**src/rtl/gmii_udp_recv.sv**
```systemverilog
// rtl/gmii_udp_recv.sv - GMII receive-side Ethernet II / IPv4 / UDP payload extractor
`timescale 1ns/1ps
module gmii_udp_recv #(
  parameter logic [47:0] BOARD_MAC    = 48'h11_45_14_19_19_81,
  parameter logic [31:0] BOARD_IP     = {8'd192, 8'd168, 8'd3, 8'd2},
  parameter logic [15:0] BOARD_PORT   = 16'h8000,
  parameter bit          CHECK_IP_SUM = 1'b1
) (
  input  logic        GMII_RXCLK,
  input  logic        rst_n,
  input  logic [7:0]  GMII_RXD,
  input  logic        GMII_RXDV,
  input  logic        GMII_RXER,
  output logic [7:0]  wr_data,
  output logic        wr_en,
  input  logic        wr_full,
  output logic        pkt_done,
  output logic        pkt_err,
  output logic [15:0] pkt_len
);

  typedef enum logic [2:0] {
    ST_WAIT_END,
    ST_IDLE,
    ST_PREAMBLE,
    ST_ETH_HDR,
    ST_IP_HDR,
    ST_UDP_HDR,
    ST_PAYLOAD
  } state_t;

  state_t      r_state;
  logic [4:0]  r_cnt;
  logic        r_hdr_ok;
  logic        r_mac_hit;
  logic        r_bc_hit;
  logic [7:0]  r_csum_hi;
  logic [16:0] r_csum_acc;
  logic [15:0] r_ip_len;
  logic [15:0] r_udp_len;
  logic [15:0] r_pay_cnt;
  logic [15:0] r_pay_tgt;

  logic [7:0]  w_mac_byte;
  logic [7:0]  w_ip_byte;
  logic        w_byte_ok;
  logic [15:0] w_word;
  logic [16:0] w_acc_next;
  logic [16:0] w_fold1;
  logic [15:0] w_fold2;
  logic        w_sum_ok;
  logic        w_udp_len_ok;
  logic [15:0] w_pay_len;
  logic [15:0] w_pay_cnt_next;

  // One's-complement header sum: end-around carry per word, then fold twice at the end
  assign w_word         = {r_csum_hi, GMII_RXD};
  assign w_acc_next     = {1'b0, r_csum_acc[15:0]} + {16'd0, r_csum_acc[16]} + {1'b0, w_word};
  assign w_fold1        = {1'b0, w_acc_next[15:0]} + {16'd0, w_acc_next[16]};
  assign w_fold2        = w_fold1[15:0] + {15'd0, w_fold1[16]};
  assign w_sum_ok       = (CHECK_IP_SUM == 1'b0) || (w_fold2 == 16'hFFFF);
  assign w_udp_len_ok   = (r_udp_len >= 16'd8) && (r_ip_len >= 16'd20) &&
                          (r_udp_len <= r_ip_len - 16'd20);
  assign w_pay_len      = r_udp_len - 16'd8;
  assign w_pay_cnt_next = r_pay_cnt + 16'd1;

  // Per-byte header field checks for the byte currently on GMII_RXD
  always_comb begin
    w_mac_byte = 8'h00;
    w_ip_byte  = 8'h00;
    w_byte_ok  = 1'b1;
    case (r_cnt)
      5'd0:  w_mac_byte = BOARD_MAC[47:40];
      5'd1:  w_mac_byte = BOARD_MAC[39:32];
      5'd2:  w_mac_byte = BOARD_MAC[31:24];
      5'd3:  w_mac_byte = BOARD_MAC[23:16];
      5'd4:  w_mac_byte = BOARD_MAC[15:8];
      5'd5:  w_mac_byte = BOARD_MAC[7:0];
      5'd16: w_ip_byte  = BOARD_IP[31:24];
      5'd17: w_ip_byte  = BOARD_IP[23:16];
      5'd18: w_ip_byte  = BOARD_IP[15:8];
      5'd19: w_ip_byte  = BOARD_IP[7:0];
      default: ;
    endcase
    case (r_state)
      ST_ETH_HDR: begin
        if (r_cnt == 5'd12) w_byte_ok = (GMII_RXD == 8'h08);
        else if (r_cnt == 5'd13) w_byte_ok = (GMII_RXD == 8'h00);
      end
      ST_IP_HDR: begin
        if (r_cnt == 5'd0) w_byte_ok = (GMII_RXD == 8'h45);
        else if (r_cnt == 5'd9) w_byte_ok = (GMII_RXD == 8'h11);
        else if (r_cnt >= 5'd16) w_byte_ok = (GMII_RXD == w_ip_byte);
      end
      ST_UDP_HDR: begin
        if (r_cnt == 5'd2) w_byte_ok = (GMII_RXD == BOARD_PORT[15:8]);
        else if (r_cnt == 5'd3) w_byte_ok = (GMII_RXD == BOARD_PORT[7:0]);
      end
      default: ;
    endcase
  end

  // Frame parser FSM with registered FIFO write and packet status outputs
  always_ff @(posedge GMII_RXCLK or negedge rst_n) begin
    if (!rst_n) begin
      r_state    <= ST_WAIT_END;
      r_cnt      <= 5'd0;
      r_hdr_ok   <= 1'b0;
      r_mac_hit  <= 1'b0;
      r_bc_hit   <= 1'b0;
      r_csum_hi  <= 8'h00;
      r_csum_acc <= 17'd0;
      r_ip_len   <= 16'd0;
      r_udp_len  <= 16'd0;
      r_pay_cnt  <= 16'd0;
      r_pay_tgt  <= 16'd0;
      wr_data    <= 8'h00;
      wr_en      <= 1'b0;
      pkt_done   <= 1'b0;
      pkt_err    <= 1'b0;
      pkt_len    <= 16'd0;
    end else begin
      wr_en    <= 1'b0;
      pkt_done <= 1'b0;
      pkt_err  <= 1'b0;
      case (r_state)
        ST_WAIT_END: begin
          if (!GMII_RXDV) r_state <= ST_IDLE;
        end
        ST_IDLE: begin
          if (GMII_RXDV) r_state <= (GMII_RXD == 8'h55) ? ST_PREAMBLE : ST_WAIT_END;
        end
        ST_PREAMBLE: begin
          if (!GMII_RXDV) begin
            r_state <= ST_IDLE;
          end else if (GMII_RXD == 8'hD5) begin
            r_state    <= ST_ETH_HDR;
            r_cnt      <= 5'd0;
            r_hdr_ok   <= 1'b1;
            r_mac_hit  <= 1'b1;
            r_bc_hit   <= 1'b1;
            r_csum_acc <= 17'd0;
          end else if (GMII_RXD != 8'h55) begin
            r_state <= ST_WAIT_END;
          end
        end
        ST_ETH_HDR: begin
          if (!GMII_RXDV) begin
            r_state <= ST_IDLE;
          end else begin
            r_cnt <= r_cnt + 5'd1;
            if (!w_byte_ok) r_hdr_ok <= 1'b0;
            if (r_cnt < 5'd6) begin
              if (GMII_RXD != w_mac_byte) r_mac_hit <= 1'b0;
              if (GMII_RXD != 8'hFF) r_bc_hit <= 1'b0;
            end
            if (r_cnt == 5'd13) begin
              r_cnt    <= 5'd0;
              r_hdr_ok <= 1'b1;
              r_state  <= (r_hdr_ok && w_byte_ok && (r_mac_hit || r_bc_hit)) ? ST_IP_HDR : ST_WAIT_END;
            end
          end
        end
        ST_IP_HDR: begin
          if (!GMII_RXDV) begin
            r_state <= ST_IDLE;
          end else begin
            r_cnt <= r_cnt + 5'd1;
            if (!w_byte_ok) r_hdr_ok <= 1'b0;
            if (!r_cnt[0]) r_csum_hi <= GMII_RXD;
            else r_csum_acc <= w_acc_next;
            if (r_cnt == 5'd2) r_ip_len[15:8] <= GMII_RXD;
            if (r_cnt == 5'd3) r_ip_len[7:0] <= GMII_RXD;
            if (r_cnt == 5'd19) begin
              r_cnt    <= 5'd0;
              r_hdr_ok <= 1'b1;
              r_state  <= (r_hdr_ok && w_byte_ok && w_sum_ok) ? ST_UDP_HDR : ST_WAIT_END;
            end
          end
        end
        ST_UDP_HDR: begin
          if (!GMII_RXDV) begin
            r_state <= ST_IDLE;
          end else begin
            r_cnt <= r_cnt + 5'd1;
            if (!w_byte_ok) r_hdr_ok <= 1'b0;
            if (r_cnt == 5'd4) r_udp_len[15:8] <= GMII_RXD;
            if (r_cnt == 5'd5) r_udp_len[7:0] <= GMII_RXD;
            if (r_cnt == 5'd7) begin
              r_cnt   <= 5'd0;
              r_state <= ST_WAIT_END;
              if (r_hdr_ok && w_byte_ok && w_udp_len_ok) begin
                if (w_pay_len == 16'd0) begin
                  pkt_done <= 1'b1;
                  pkt_len  <= 16'd0;
                end else begin
                  r_state   <= ST_PAYLOAD;
                  r_pay_cnt <= 16'd0;
                  r_pay_tgt <= w_pay_len;
                end
              end
            end
          end
        end
        ST_PAYLOAD: begin
          if (!GMII_RXDV) begin
            pkt_err <= 1'b1;
            r_state <= ST_IDLE;
          end else if (GMII_RXER || wr_full) begin
            pkt_err <= 1'b1;
            r_state <= ST_WAIT_END;
          end else begin
            wr_data   <= GMII_RXD;
            wr_en     <= 1'b1;
            r_pay_cnt <= w_pay_cnt_next;
            if (w_pay_cnt_next == r_pay_tgt) begin
              pkt_done <= 1'b1;
              pkt_len  <= r_pay_tgt;
              r_state  <= ST_WAIT_END;
            end
          end
        end
        default: r_state <= ST_WAIT_END;
      endcase
    end
  end

endmodule

```
**config.mk**
```make
export PLATFORM = sky130hd
export DESIGN_NAME = gmii_udp_recv
export DESIGN_NICKNAME = d
export VERILOG_FILES = /design/src/rtl/gmii_udp_recv.sv
export SDC_FILE = /design/constraint.sdc
export NUM_CORES = 1
export LEC_CHECK = 0
export ABC_AREA = 1
export CAP_MARGIN = 20
export CORE_MARGIN = 1
export CORE_UTILIZATION = 40
export DETAILED_ROUTE_END_ITERATION = 8
export GPL_TIMING_DRIVEN = 0
export PLACE_DENSITY = 0.66
export SYNTH_ARGS = -nofsm -noshare
export SYNTH_HDL_FRONTEND = slang
export SYNTH_SLANG_ARGS = --single-unit
export TNS_END_PERCENT = 10
```
**constraint.sdc**
```tcl
create_clock -name GMII_RXCLK -period 7.27 [get_ports GMII_RXCLK]
set_input_delay 1.454 -clock GMII_RXCLK [delete_from_list [all_inputs] [get_ports GMII_RXCLK]]
set_output_delay 1.454 -clock GMII_RXCLK [all_outputs]
set_load 0.05 [all_outputs]
```
==> reports/qor.csv, run 1 <==
stage,metric,value,unit
critical_path,highest net fanout along the worst path,8,
critical_path,R2R Path End,r_state[2],
sta,Layout Skew,0.01153,ns
sta,worst relative slew slack,51.50,%
run,number of max-capacitance violations reported,0,
final_layout,non-filler instance count after layout,1594,
critical_path,stage delay of the slowest cell on the critical path,0.63,ns
synthesis,"FF+latch count, synth",127,
global_route,pin count of the biggest net entering global routing,94,
clock_network,"Clk Latency, worst-skew pair",0.43,ns
floorplan,Die W,151.2,um
placement,global placer's final weighted congestion,0.9420,
power_and_ir_drop,maximum resistive drop on vdd,0.0001466,V
routing,routed length per placed instance,14.59,um
clock_network,Inserted Clock Buffers,17,
clock_network,clock root buffer,sky130_fd_sc_hd__clkbuf_16,
routing,Remaining DRCs,0,
critical_path,Worst Path Arrival,7.04,ns
hold_path,Hold Path Cell Cnt,2,
routing,Via Count,8286,
sta,final setup violation count,0,
placement,detailed-placement wirelength estimate,17.40,mm
clock_network,TritonCTS clock tree,built,
clock_network,# resized after CTS,2,
synthesis,synthesized netlist cell count,1243,
sta,final worst path period share,91.77,%
synthesis,Unique masters post-synth,55,
clock_network,CTS H-Tree Depth,4,
synthesis,area of the mapped netlist,8901,um2
routing,WL final,23.25,mm
floorplan,area of the core,21820,um2
critical_path,CP Capture Type,register,
final_layout,most frequent standard cell in the layout excluding fill and tap cells,sky130_fd_sc_hd__nand2_1,
global_route,total overflow reported by the global router,0,
synthesis,YS warnings,0,
power_and_ir_drop,leakage power figure,5.008,nW
synthesis,sequential share of the synthesized area,35.70,%
floorplan,DIE HEIGHT,151.2,um
synthesis,net count after synthesis,1301,
synthesis,number of flops mapped to enable cells by yosys,0,
final_layout,fraction of final layout cells sized beyond drive strength 1,8.980,%
clock_network,CTS hold repair buffers,0,
final_layout,core utilization of the finished layout,47.05,%
clock_network,Max clock buf depth,2,
hold_path,end point of the worst hold path,pkt_len[10],
critical_path,most numerous cell on the critical path,sky130_fd_sc_hd__nand2_1,
placement,dpl cells,1563,
final_layout,nets@finish,1360,
sta,Max Transition Viols Final,0,
sta,number of hold violations in the final report,0,
critical_path,Worst Reg2Reg Path Length in Cells,42,
critical_path,"Data required, critical path",7.64,ns
sta,post-layout minimum cycle time,6.672,ns
critical_path,reg-to-reg critical path startpoint,r_csum_acc[16],
critical_path,register-to-register path setup slack,1.60,ns
placement,quantity of I/O buffers inserted on ports,39,
global_route,wire length of the first global-routing pass,38.32,mm
critical_path,classification of the worst setup path,in2reg,
global_route,number of antenna violations at the first check in global routing,0,
sta,transition at the pin with the smallest max-transition slack,0.7220,ns
critical_path,CP Launch Type,primary input,
power_and_ir_drop,PD cells,169.6,nW/um2
final_layout,area overhead of the layout relative to synthesis,15.35,%
sta,f_max,149.9,MHz
hold_path,type of the tightest min-delay check,reg2reg,
run_status,run status,"finished, final reports clean",
critical_path,slowest stage cell on the critical path,sky130_fd_sc_hd__clkdlybuf4s50_1,
synthesis,Mapped Avg Cell Area,7.161,um2
synthesis,Synth async-reset ratio,100.0,%
clock_network,number of setup buffers added after CTS,0,
final_layout,diode insertion count for antenna repair,0,
final_layout,"top library cells by usage in the layout, fill and taps aside","sky130_fd_sc_hd__nand2_1, sky130_fd_sc_hd__inv_1, sky130_fd_sc_hd__dfrtp_1",
floorplan,number of core rows,54,
global_route,Total GRT Usage,21.72,%
global_route,number of global-route vias before repair,7662,
routing,detailed-router iteration count before antenna repair,7,
synthesis,flip-flop cell with the highest count after synthesis,sky130_fd_sc_hd__dfrtp_1,
sta,unrepaired setup endpoints after global routing,false,
floorplan,area of the die,22850,um2
routing,antenna-violating nets left,0,
hold_path,startpoint of the most critical hold path,pkt_len[10],
clock_network,clock transition at the register clock pins on the worst setup and hold paths after CTS,0.06,ns
routing,violation count after the first detailed-route iteration,577,
floorplan,starting density of the core,40.79,%
clock_network,TritonCTS sink count,127,
routing,DR vias/cell,5.198,
floorplan,number of top-level pins,40,
==> layer usage <==
layer / track usage [%] / vias up / share of wire [%]
met5: 0 / - / 0
met4: 6.350 / 0 / 1.5
met3: 3.886 / 28 / 5.8
met2: 33.67 / 251 / 44
met1: 30.75 / 3800 / 49
li1: - / 4207 / -
==> cells by family after synthesis <==
group | share of synthesized area, %
AND/OR/NAND/NOR | 32.92
buffers and inverters | 7.942
AO/OA/AOI/OAI | 12.55
XOR/XNOR | 4.006
adder cells (fa/ha/maj) | 6.494
multiplexers | 0.3795
flip-flops | 35.70
==> layout make-up <==
| cell class | count | area, um2 |
|---|---|---|
| sequential | 127 | 3178 |
| clock buffer | 18 | 439.2 |
| timing repair buffer | 40 | 424.2 |
| clock inverter | 13 | 127.6 |
| tap | 280 | 350.3 |
| inverter | 155 | 584.3 |
| fill | 2192 | 11560 |
| multi-input combinational | 939 | 5039 |
| buffer | 22 | 125.1 |
==> power by group <==
part / switching [mW] / internal [mW]
clock network: 0.349 / 0.484
registers: 0.0141 / 0.721
logic: 0.121 / 0.0519
total: 0.485 / 1.26
==> cells in the mapped netlist, types with 2 or more instances <==
library cell               number  area share [%]
sky130_fd_sc_hd__buf_2          5            0.28
sky130_fd_sc_hd__a221oi_1       2            0.20
sky130_fd_sc_hd__o21ai_1        9            0.51
sky130_fd_sc_hd__a211oi_1       2            0.17
sky130_fd_sc_hd__xor2_2         2            0.37
sky130_fd_sc_hd__clkbuf_1      11            0.46
sky130_fd_sc_hd__nor2_1       124             5.2
sky130_fd_sc_hd__o31ai_1       13             1.1
sky130_fd_sc_hd__nor3_1        19             1.1
sky130_fd_sc_hd__nand3_2        3            0.34
sky130_fd_sc_hd__or2_1          2            0.14
sky130_fd_sc_hd__a21oi_1       34             1.9
sky130_fd_sc_hd__xor2_1        24             2.4
sky130_fd_sc_hd__o21ai_0       91             5.1
sky130_fd_sc_hd__clkinv_1       3            0.13
sky130_fd_sc_hd__dfrtp_1      127              36
sky130_fd_sc_hd__nor3_2         2            0.22
sky130_fd_sc_hd__or2_2          4            0.28
sky130_fd_sc_hd__fa_1           2            0.45
sky130_fd_sc_hd__inv_1        142             6.0
sky130_fd_sc_hd__mux2_2         3            0.38
sky130_fd_sc_hd__nor2_2         4            0.28
sky130_fd_sc_hd__o21bai_1       5            0.42
sky130_fd_sc_hd__a22o_1         2            0.20
sky130_fd_sc_hd__inv_2         10            0.42
sky130_fd_sc_hd__o22ai_1        2            0.14
sky130_fd_sc_hd__nor4_1         8            0.56
sky130_fd_sc_hd__a31oi_1        2            0.14
sky130_fd_sc_hd__nand3_1       91             5.1
sky130_fd_sc_hd__nand2_2       16             1.1
sky130_fd_sc_hd__o21ai_2       16             1.6
sky130_fd_sc_hd__ha_1          43             6.0
sky130_fd_sc_hd__buf_6          3            0.38
sky130_fd_sc_hd__nor3b_1        2            0.17
sky130_fd_sc_hd__nand4_2        2            0.28
sky130_fd_sc_hd__xnor2_1       13             1.3
sky130_fd_sc_hd__nand3b_1       6            0.51
sky130_fd_sc_hd__nand4_1       29             2.0
sky130_fd_sc_hd__buf_4          2            0.17
sky130_fd_sc_hd__nand2_1      345              15
sky130_fd_sc_hd__nor2_4         4            0.51
==> registers in the layout (all words and copies together), names as in the netlist, 3 cells and up <==
register,cells
r_udp_len,16
r_pay_cnt,16
wr_data,8
pkt_len,16
r_state,3
r_cnt,5
r_csum_hi,8
r_csum_acc,17
r_pay_tgt,16
r_ip_len,16
==> per-stage QoR <==
step | cell area [um2] | setup TNS, ns | hold slack (ns) | power (mW) | worst slack [ns]
finish | 10270 | 0 | 0.4842 | 1.741 | 0.5981
global route | 10270 | 0 | 0.5081 | 1.811 | 0.02259
CTS | 10240 | 0 | 0.4859 | 1.756 | 0.1057
detailed placement | 9671 | -1.163 | 0.4703 | 0.9166 | -0.6251
global placement | 9642 | -61.62 | 0.4670 | 0.9127 | -0.6538
floorplan | 8901 | 0 | 0.4479 | 0.8546 | 1.669
==> critical path, delay by kind of cell <==
family | cells | cell delay (ns)
adder cells (fa/ha/maj) | 5 | 1.24
buffers and inverters | 4 | 0.82
AO/OA/AOI/OAI | 2 | 0.22
AND/OR/NAND/NOR | 29 | 3.31
==> how the worst max path moves through the flow <==
stage                 end  depth (start not counted)        start
3_3_place_gp   r_state[2]                         44  GMII_RXD[1]
5_1_grt        r_state[2]                         42  GMII_RXD[6]
3_5_place_dp   r_state[2]                         42  GMII_RXD[1]
2_1_floorplan  r_state[2]                         41  GMII_RXD[1]
4_1_cts        r_state[2]                         43  GMII_RXD[0]
6_report       r_state[2]                         40  GMII_RXD[6]
(Power assumes the default switching activity.)
==> run 2, diff against run 1 <==
--- a/config.mk
+++ b/config.mk
@@ -12,6 +12,7 @@
 export DETAILED_ROUTE_END_ITERATION = 8
 export GPL_TIMING_DRIVEN = 0
 export PLACE_DENSITY = 0.66
+export SLEW_MARGIN = 15
 export SYNTH_ARGS = -nofsm -noshare
 export SYNTH_HDL_FRONTEND = slang
 export SYNTH_SLANG_ARGS = --single-unit
==> reports/qor.csv, run 2 (same netlist as run 1, synthesis figures left out) <==
stage,metric,value,unit,change
final_layout,nets@finish,1361,,was 1360
clock_network,clock root buffer,sky130_fd_sc_hd__clkbuf_16,,unchanged
global_route,number of global-route vias before repair,7554,,was 7662
power_and_ir_drop,Gate power share,9.9,%,about the same
power_and_ir_drop,total net switching power,490.8,uW,was 484.7 uW
power_and_ir_drop,Seq pwr share,41.3,%,was 42.2%
critical_path,CP Launch Type,primary input,,unchanged
final_layout,diode insertion count for antenna repair,0,,unchanged
floorplan,area of the die,22850,um2,unchanged
sta,f_max,151.4,MHz,was 149.9 MHz
critical_path,CP Capture Type,register,,unchanged
sta,worst hold margin,0.4863,ns,was 0.4842 ns
placement,quantity of I/O buffers inserted on ports,39,,unchanged
final_layout,non-filler instance count after layout,1596,,was 1594
global_route,Total GRT Usage,21.49,%,was 21.72%
final_layout,register with the highest flop count,r_csum_acc,,unchanged
placement,worst setup timing slack at the placement stage,-0.6713,ns,was -0.6251 ns
final_layout,final design area excluding fillers,10330,um2,was 10270 um2
critical_path,Worst Path Arrival,6.96,ns,was 7.04 ns
critical_path,kind of cell adding the most delay to the critical path,simple AND/OR/NAND/NOR gates,,unchanged
power_and_ir_drop,leakage power figure,5.024,nW,was 5.008 nW
critical_path,Worst Reg2Reg Path Length in Cells,44,,was 42
critical_path,most numerous cell on the critical path,sky130_fd_sc_hd__nand2_1,,unchanged
global_route,total overflow reported by the global router,0,,unchanged
power_and_ir_drop,Switching Fraction,27.64,%,was 27.83%
sta,setup ws final,0.6671,ns,was 0.5981 ns
final_layout,max reg flops,17,,unchanged
sta,Max Transition Viols Final,0,,unchanged
floorplan,Die W,151.2,um,unchanged
sta,Layout Skew,0.01176,ns,was 0.01153 ns
run,number of max-capacitance violations reported,0,,unchanged
clock_network,Max clock buf depth,2,,unchanged
routing,violation count after the first detailed-route iteration,586,,was 577
global_route,wire length of the first global-routing pass,38.16,mm,was 38.32 mm
critical_path,"Data required, critical path",7.63,ns,was 7.64 ns
sta,final worst path period share,90.82,%,was 91.77%
critical_path,classification of the worst setup path,in2reg,,unchanged
placement,dpl cell area,9698,um2,was 9671 um2
final_layout,area overhead of the layout relative to synthesis,16.02,%,was 15.35%
power_and_ir_drop,overall power of the completed layout,1.776,mW,was 1.741 mW
clock_network,TritonCTS sink count,127,,unchanged
floorplan,starting density of the core,40.79,%,unchanged
floorplan,number of top-level pins,40,,unchanged
critical_path,slowest stage cell on the critical path,sky130_fd_sc_hd__clkdlybuf4s50_1,,unchanged
power_and_ir_drop,clock network power share,48.8,%,was 47.9%
clock_network,CTS H-Tree Depth,4,,unchanged
sta,post-layout minimum cycle time,6.603,ns,was 6.672 ns
critical_path,highest net fanout along the worst path,8,,unchanged
placement,dpl cells,1564,,was 1563
power_and_ir_drop,Int Pwr,1.285,mW,was 1.257 mW
routing,WL final,23.11,mm,was 23.25 mm
global_route,pin count of the biggest net entering global routing,83,,was 94
final_layout,count of filler cells inserted in the layout,2125,,was 2192
clock_network,"Clk Latency, worst-skew pair",0.43,ns,about the same
final_layout,fraction of final layout cells sized beyond drive strength 1,9.347,%,was 8.980%
routing,Remaining DRCs,0,,unchanged
clock_network,number of setup buffers added after CTS,0,,unchanged
critical_path,stage delay of the slowest cell on the critical path,0.60,ns,was 0.63 ns
routing,Via Count,8161,,was 8286
final_layout,multi-input combinational cell area,5056,um2,was 5039 um2
routing,DR vias/cell,5.113,,was 5.198
hold_path,type of the tightest min-delay check,reg2reg,,unchanged
final_layout,"top library cells by usage in the layout, fill and taps aside","sky130_fd_sc_hd__nand2_1, sky130_fd_sc_hd__inv_1, sky130_fd_sc_hd__dfrtp_1",,unchanged
placement,detailed-placement wirelength estimate,17.42,mm,was 17.40 mm
placement,global placer's final weighted congestion,0.9420,,unchanged
routing,routed length per placed instance,14.48,um,was 14.59 um
routing,detailed-router iteration count before antenna repair,6,,was 7
critical_path,count of buffering cells on the critical path with inverters included,5,,was 4
floorplan,area of the core,21820,um2,unchanged
power_and_ir_drop,maximum resistive drop on vdd,0.0001548,V,was 0.0001466 V
clock_network,Inserted Clock Buffers,17,,unchanged
final_layout,most frequent standard cell in the layout excluding fill and tap cells,sky130_fd_sc_hd__nand2_1,,unchanged
floorplan,number of core rows,54,,unchanged
sta,number of hold violations in the final report,0,,unchanged
sta,final setup violation count,0,,unchanged
routing,antenna-violating nets left,0,,unchanged
critical_path,Critical Path Stages,44,,was 40
power_and_ir_drop,PD cells,172.0,nW/um2,was 169.6 nW/um2
sta,unrepaired setup endpoints after global routing,false,,unchanged
floorplan,DIE HEIGHT,151.2,um,unchanged
clock_network,TritonCTS clock tree,built,,unchanged
run_status,run status,"finished, final reports clean",,unchanged
final_layout,Storage cell area,3178,um2,unchanged
global_route,number of antenna violations at the first check in global routing,0,,unchanged
hold_path,Hold Path Cell Cnt,2,,unchanged
clock_network,clock transition at the register clock pins on the worst setup and hold paths after CTS,0.06,ns,about the same
sta,worst relative slew slack,48.34,%,was 51.50%
clock_network,CTS hold repair buffers,0,,unchanged
sta,transition at the pin with the smallest max-transition slack,0.7689,ns,was 0.7220 ns
[run 2: final timing paths]
path,startpoint,end,slack (ns)
worst max-delay path,GMII_RXD[3],r_state[2],0.67
worst min-delay path,pkt_len[9],pkt_len[9],0.49
worst max register to register,r_csum_acc[0],r_state[2],1.55
worst min register to register,pkt_len[9],pkt_len[9],0.49
max in group asynchronous,rst_n,wr_data[6],5.65
min in group asynchronous,rst_n,pkt_len[3],0.78
[run 2: cell type report]
class	count	area share, %
inverter	155	5.658
tap	280	3.392
multi-input combinational	939	48.96
timing repair buffer	41	4.325
buffer	22	1.212
sequential	127	30.77
clock inverter	14	1.527
clock buffer	18	4.156
[run 2: metrics by stage]
| step | utilization (%) | setup TNS (ns) |
|---|---|---|
| 6_report | 47.32 | 0 |
| 5_1_grt | 47.32 | 0 |
| 4_1_cts | 47.16 | 0 |
| 3_5_place_dp | 44.44 | -1.234 |
| 3_3_place_gp | 44.18 | -61.62 |
| 2_1_floorplan | - | 0 |
[run 2: timing repair]
item                                    4_1_cts  5_1_grt
gates cloned                                  0        0
endpoints found under the setup margin        2        2
pin swaps                                     0        0
gates resized for setup                       2       13
[run 2: power groups by stage]
stage / registers (mW) / logic [mW] / clock network [mW]
3_3_place_gp: 0.747 / 0.166 / 0
3_5_place_dp: 0.747 / 0.171 / 0
4_1_cts: 0.734 / 0.173 / 0.879
5_1_grt: 0.736 / 0.199 / 0.910
6_report: 0.734 / 0.175 / 0.867
2_1_floorplan: 0.743 / 0.111 / 0
[run 2: per-layer routing]
| metal | share of wire (%) | up-vias | GRT usage, % |
|---|---|---|---|
| met4 | 1.8 | 0 | 7.000 |
| met2 | 43 | 197 | 32.04 |
| met3 | 4.8 | 33 | 3.494 |
| li1 | - | 4212 | - |
| met1 | 51 | 3719 | 31.45 |
| met5 | 0 | - | 0 |
[run 2: worst register-to-register path, delay by kind of cell, from the launching register on]
family                   cells  cell delay, ns
buffers and inverters        5            0.39
AO/OA/AOI/OAI                2            0.22
flip-flops                   1            0.38
AND/OR/NAND/NOR             31            3.38
adder cells (fa/ha/maj)      6            1.30
